File: src/rtl/reg_wr_arbiter.sv
// Two-requester writeback arbiter for the register-file write port.
// Optional pend_mask scoreboard output when RWA_PEND_EN is defined.
module reg_wr_arbiter #(
  parameter int DEPTH        = 2,
  parameter int STARVE_LIMIT = 4
) (
  input  logic                     clk,
  input  logic                     rst,
  input  logic                     p0_valid,
  output logic                     p0_ready,
  input  logic [4:0]               p0_addr,
  input  logic [31:0]              p0_data,
  input  logic                     p1_valid,
  output logic                     p1_ready,
  input  logic [4:0]               p1_addr,
  input  logic [31:0]              p1_data,
  output logic                     RegWr,
  output logic [4:0]               Rw,
  output logic [31:0]              busW,
  output logic [$clog2(DEPTH):0]   pending,
`ifdef RWA_PEND_EN
  output logic [31:0]              pend_mask,
`endif
  output logic                     busy
);

  localparam int AW = $clog2(DEPTH);
  localparam int SW = $clog2(STARVE_LIMIT + 1);

  logic [4:0]  addr_q [DEPTH];
  logic [31:0] data_q [DEPTH];
  logic [AW-1:0] rd_ptr_q, wr_ptr_q;
  logic [AW:0]   cnt_q, cnt_d;
  logic [SW-1:0] starve_q, starve_d;
  logic          regwr_q;
  logic [4:0]    rw_q;
  logic [31:0]   busw_q;

  logic        frc, nonempty;
  logic        push, pop, take0;
  logic [4:0]  gnt_addr;
  logic [31:0] gnt_data;

  assign nonempty = (cnt_q != '0);
  assign frc      = nonempty && (starve_q == SW'(STARVE_LIMIT));
  assign p0_ready = !frc;
  assign p1_ready = (cnt_q < (AW+1)'(DEPTH));

  assign push  = p1_valid && p1_ready;
  assign pop   = frc || (!p0_valid && nonempty);
  assign take0 = !frc && p0_valid;

  always_comb begin
    gnt_addr = '0;
    gnt_data = '0;
    unique case (1'b1)
      pop:     begin
        gnt_addr = addr_q[rd_ptr_q];
        gnt_data = data_q[rd_ptr_q];
      end
      take0:   begin
        gnt_addr = p0_addr;
        gnt_data = p0_data;
      end
      default: ;
    endcase
  end

  always_comb begin
    cnt_d = cnt_q;
    if (push && !pop) cnt_d = cnt_q + 1'b1;
    if (pop && !push) cnt_d = cnt_q - 1'b1;
  end

  // Counter only runs while p1 work is actually waiting behind p0
  always_comb begin
    starve_d = starve_q;
    if (pop || !nonempty) begin
      starve_d = '0;
    end else if (take0 && starve_q != SW'(STARVE_LIMIT)) begin
      starve_d = starve_q + 1'b1;
    end
  end

  always_ff @(posedge clk or negedge rst) begin
    if (!rst) begin
      for (int i = 0; i < DEPTH; i++) begin
        addr_q[i] <= '0;
        data_q[i] <= '0;
      end
      rd_ptr_q <= '0;
      wr_ptr_q <= '0;
      cnt_q    <= '0;
      starve_q <= '0;
      regwr_q  <= 1'b0;
      rw_q     <= '0;
      busw_q   <= '0;
    end else begin
      if (push) begin
        addr_q[wr_ptr_q] <= p1_addr;
        data_q[wr_ptr_q] <= p1_data;
        wr_ptr_q         <= wr_ptr_q + 1'b1;
      end
      if (pop) rd_ptr_q <= rd_ptr_q + 1'b1;
      cnt_q    <= cnt_d;
      starve_q <= starve_d;
      regwr_q  <= 1'b0;
      if (pop || take0) begin
        rw_q    <= gnt_addr;
        busw_q  <= gnt_data;
        regwr_q <= (gnt_addr != 5'd0);
      end
    end
  end

  assign RegWr   = regwr_q;
  assign Rw      = rw_q;
  assign busW    = busw_q;
  assign pending = cnt_q;
  assign busy    = nonempty || regwr_q;

`ifdef RWA_PEND_EN
  logic [AW-1:0] idx [DEPTH];

  always_comb begin
    pend_mask = '0;
    for (int k = 0; k < DEPTH; k++) begin
      idx[k] = rd_ptr_q + AW'(k);
      if ((AW+1)'(k) < cnt_q) pend_mask[addr_q[idx[k]]] = 1'b1;
    end
    if (regwr_q) pend_mask[rw_q] = 1'b1;
    pend_mask[0] = 1'b0;
  end
`endif

endmodule

File: config.mk
export PLATFORM = sky130hd
export DESIGN_NAME = reg_wr_arbiter
export DESIGN_NICKNAME = d
export VERILOG_FILES = /design/src/rtl/reg_wr_arbiter.sv
export SDC_FILE = /design/constraint.sdc
export NUM_CORES = 1
export LEC_CHECK = 0
export BUFFER_PORTS_ARGS = -buffer_cell sky130_fd_sc_hd__buf_2
export CELL_PAD_IN_SITES_DETAIL_PLACEMENT = 1
export CELL_PAD_IN_SITES_GLOBAL_PLACEMENT = 1
export CORE_MARGIN = 5
export CORE_UTILIZATION = 39
export CTS_CLUSTER_SIZE = 12
export DETAILED_ROUTE_END_ITERATION = 10
export PLACE_DENSITY = 0.76
export SYNTH_ARGS = -nofsm -noshare
export SYNTH_HDL_FRONTEND = slang
export SYNTH_SLANG_ARGS = --single-unit
File: constraint.sdc
create_clock -name clk -period 1.6 [get_ports clk]
set_input_delay 0 -clock clk [delete_from_list [all_inputs] [get_ports clk]]
set_output_delay 0 -clock clk [all_outputs]
set_load 0.02 [all_outputs]
==> flow_metrics.py <==
metrics = {
    "run_status": {
        "status": "completed",
    },
    "logic_synthesis": {
        "async_flop_share_pct": 100.0,
        "ys_ff_latch": 119,
        "ys_types": 37,
        "netlist_instances": 372,
        "synth_top_area_share_pct": 56.84,
        "synth_edf_count": 0,
        "synthesis.area_um2": 5239,
        "yosysSeqAreaShare_pct": 56.84,
        "avgSynthCellArea_um2": 14.08,
        "synth_top_family_by_area": "multiplexers",
        "synthAdderAreaFrac_pct": 0.7165,
        "yosysWarnings": 0,
        "synthSimpleGateAreaFrac_pct": 6.520,
        "ys_top_cells_by_area": "dfrtp_1, mux2_1, mux2i_1, mux2_2, o221a_1",
        "syn_nets": 453,
        "synth_compound_area_share_pct": 8.622,
        "synth.area.mux_share_pct": 23.17,
        "synth-xor-area-share_pct": 0.8359,
        "yosys.area.top_type": "dfrtp_1",
        "synth_ff_type": "dfrtp_1",
    },
    "sta": {
        "clock.fmax_ghz": 0.6480,
        "finalSetupViolCount": 0,
        "max_slew.worst_pin.slew_ps": 382.8,
        "timing.hold.ws_ps": 346.5,
        "finalCritPeriodShare_pct": 96.45,
        "slew_headroom_pct": 74.48,
        "hold_viol": 0,
        "rsz0062_at_grt": "true",
        "layout_min_cycle_time_ps": 1543,
        "drv_slew": 0,
        "setup_slack_ps": 56.87,
        "finalSetupTns_ps": 0,
        "clock-skew-final_ps": 6.648,
    },
    "cells_and_area": {
        "num-nets-final": 670,
        "layout-drive-gt1-share_pct": 38.70,
        "syn_to_final_growth_pct": 46.69,
        "fin_util_pct": 58.26,
        "mostFrequentLayoutCells": "buf_2, dfrtp_1, dlygate4sd3_1",
        "final_common_cell": "buf_2",
    },
    "drt": {
        "vias_per_cell": 5.173,
        "routed-via-count": 4030,
        "drt_iter0_markers": 193,
        "wirelength_um": 15640,
        "drt_pass1_iterations": 4,
        "postRouteAntennaNets": 0,
        "post-route-drc-count": 0,
        "wl_per_cell_um": 20.08,
    },
    "placement": {
        "pre_cts_ws_ps": 0.2363,
        "numPortBuffers": 120,
        "routabilityCongestion": 0.7928,
        "dpl.hpwl_um": 9692,
    },
    "die": {
        "start_util_pct": 39.72,
        "die_area_um2": 15850,
        "dieWidth_um": 125.9,
        "row_count": 42,
        "io_pins": 121,
        "die_y_um": 125.9,
        "core_um2": 13190,
    },
    "setup_path": {
        "cp-end-kind": "register",
        "start_kind": "register",
        "required_ps": 1950,
        "critical-path-slowest-cell": "dfrtp_1",
        "r2r_slack_ps": 60,
        "critical-path-top-delay-family": "compound AO/OA/AOI/OAI gates",
        "path_common_cell": "buf_4",
        "crit_type": "register to register",
        "cp_max_fo": 13,
        "slowest_delay_ps": 380,
        "critPathBufInv": 3,
        "cp.arrival_ps": 1900,
        "critical_path.cell_chain": "inv_2 > ha_4 > a21bo_4 > buf_4 > buf_4 > nand3_1 > o221a_1",
    },
    "cts": {
        "h-tree-depth": 4,
        "clk_pin_slew_ps": 60,
        "root_buffer": "clkbuf_16",
        "cts.path.max_buffers": 2,
        "clock_latency_ps": 420,
        "cts_sinks": 119,
        "cts_buffers": 17,
        "cts_tree": "built",
    },
    "power_and_ir_drop": {
        "power.leakage_nw": 3.480,
        "vdd_drop_max_v": 0.0007921,
        "p_per_area_nw_per_um2": 1996,
        "power_w": 0.01534,
    },
    "grt": {
        "overflow": 0,
        "grt_pass1_wl_um": 25630,
        "grt_pass1_vias": 4783,
        "antenna_found_initial": 0,
        "grt_max_degree": 54,
        "grt_usage_pct": 20.71,
    },
    "run": {
        "drv_cap": 0,
    },
    "min_path": {
        "min_path_type": "input pin to register",
    },
}
-- worst reg2reg max path, cell delays in order (launching register included) --
cell	delay [ps]
dfrtp_1	380
inv_2	60
ha_4	180
a21bo_4	230
buf_4	130
buf_4	180
nand3_1	120
o221a_1	200
-- path summary, 6_finish.rpt --
check	depth (start not counted)	startpoint	to
worst max-delay path	7	starve_q[0]	busW[22]
max in group asynchronous	4	rst	data_q[22]
worst min-delay path	3	p1_data[27]	data_q[27]
min in group asynchronous	3	rst	busW[28]
worst max register to register	7	starve_q[0]	busW[22]
worst min register to register	1	data_q[9]	data_q[9]
-- stage by stage --
step	area, um^2	std cells
2_1_floorplan	5285	372
3_3_place_gp	6182	661
6_report	7685	779
5_1_grt	7682	778
3_5_place_dp	6182	661
4_1_cts	7614	772
-- sequential cells by signal, indices dropped and copies added (netlist names) --
signal    cells
starve_q      3
Rw            5
RegWr         1
rd_ptr_q      1
addr_q       10
data_q       64
wr_ptr_q      1
busW         32
pending       2
-- routing by layer --
| layer | routed length, um | up-vias | track usage [%] |
|---|---|---|---|
| li1 | - | 1834 | - |
| met1 | 6274 | 2037 | 23.40 |
| met2 | 8212 | 118 | 36.24 |
| met3 | 701 | 41 | 5.800 |
| met4 | 456 | 0 | 9.590 |
| met5 | 0 | - | 0 |
-- cells by family after synthesis --
logic type      after synthesis
flops                       119
xor+xnor                      5
buf+inv                      30
compound gates               42
fa+ha+maj                     3
mux                         112
simple gates                 61
-- power by group --
| group | total, W | leakage [nW] | internal [W] | switching [W] |
|---|---|---|---|---|
| sequential | 0.00554 | 1.40 | 0.00452 | 0.00102 |
| clock | 0.00415 | 0.307 | 0.00275 | 0.00140 |
| combinational | 0.00564 | 1.77 | 0.00282 | 0.00282 |
| total | 0.0153 | 3.48 | 0.0101 | 0.00524 |
-- area by class of cell --
type | instances | area (um^2)
clock buffer | 19 | 432.9
timing repair buffer | 224 | 1685
antenna | 1 | 2.502
sequential | 119 | 2982
multi-input combinational | 223 | 2145
fill | 1335 | 5505
inverter | 4 | 15.01
tap | 176 | 220.2
clock inverter | 13 | 202.7
-- cell usage after synthesis, types with 2 or more instances --
cell type  instances
nor3_1             9
buf_4              6
buf_6              3
inv_1              3
mux2i_1           38
nor3b_1            2
o221a_2            6
nand2_1            4
mux2_2            33
clkbuf_1           5
o221a_1           23
a221o_1            8
mux2_1            41
ha_1               3
dfrtp_1          119
xnor2_1            5
nand3_1           29
nor2_1             5
buf_2             12
-- what timing repair did --
action,in CTS,in global routing
hold buffers,79,0
setup endpoints to repair,3,15
pin swaps,0,4
setup buffers,0,6
hold endpoints to repair,235,0
resized for setup,1,7
Power figures use the tool's default switching activity.
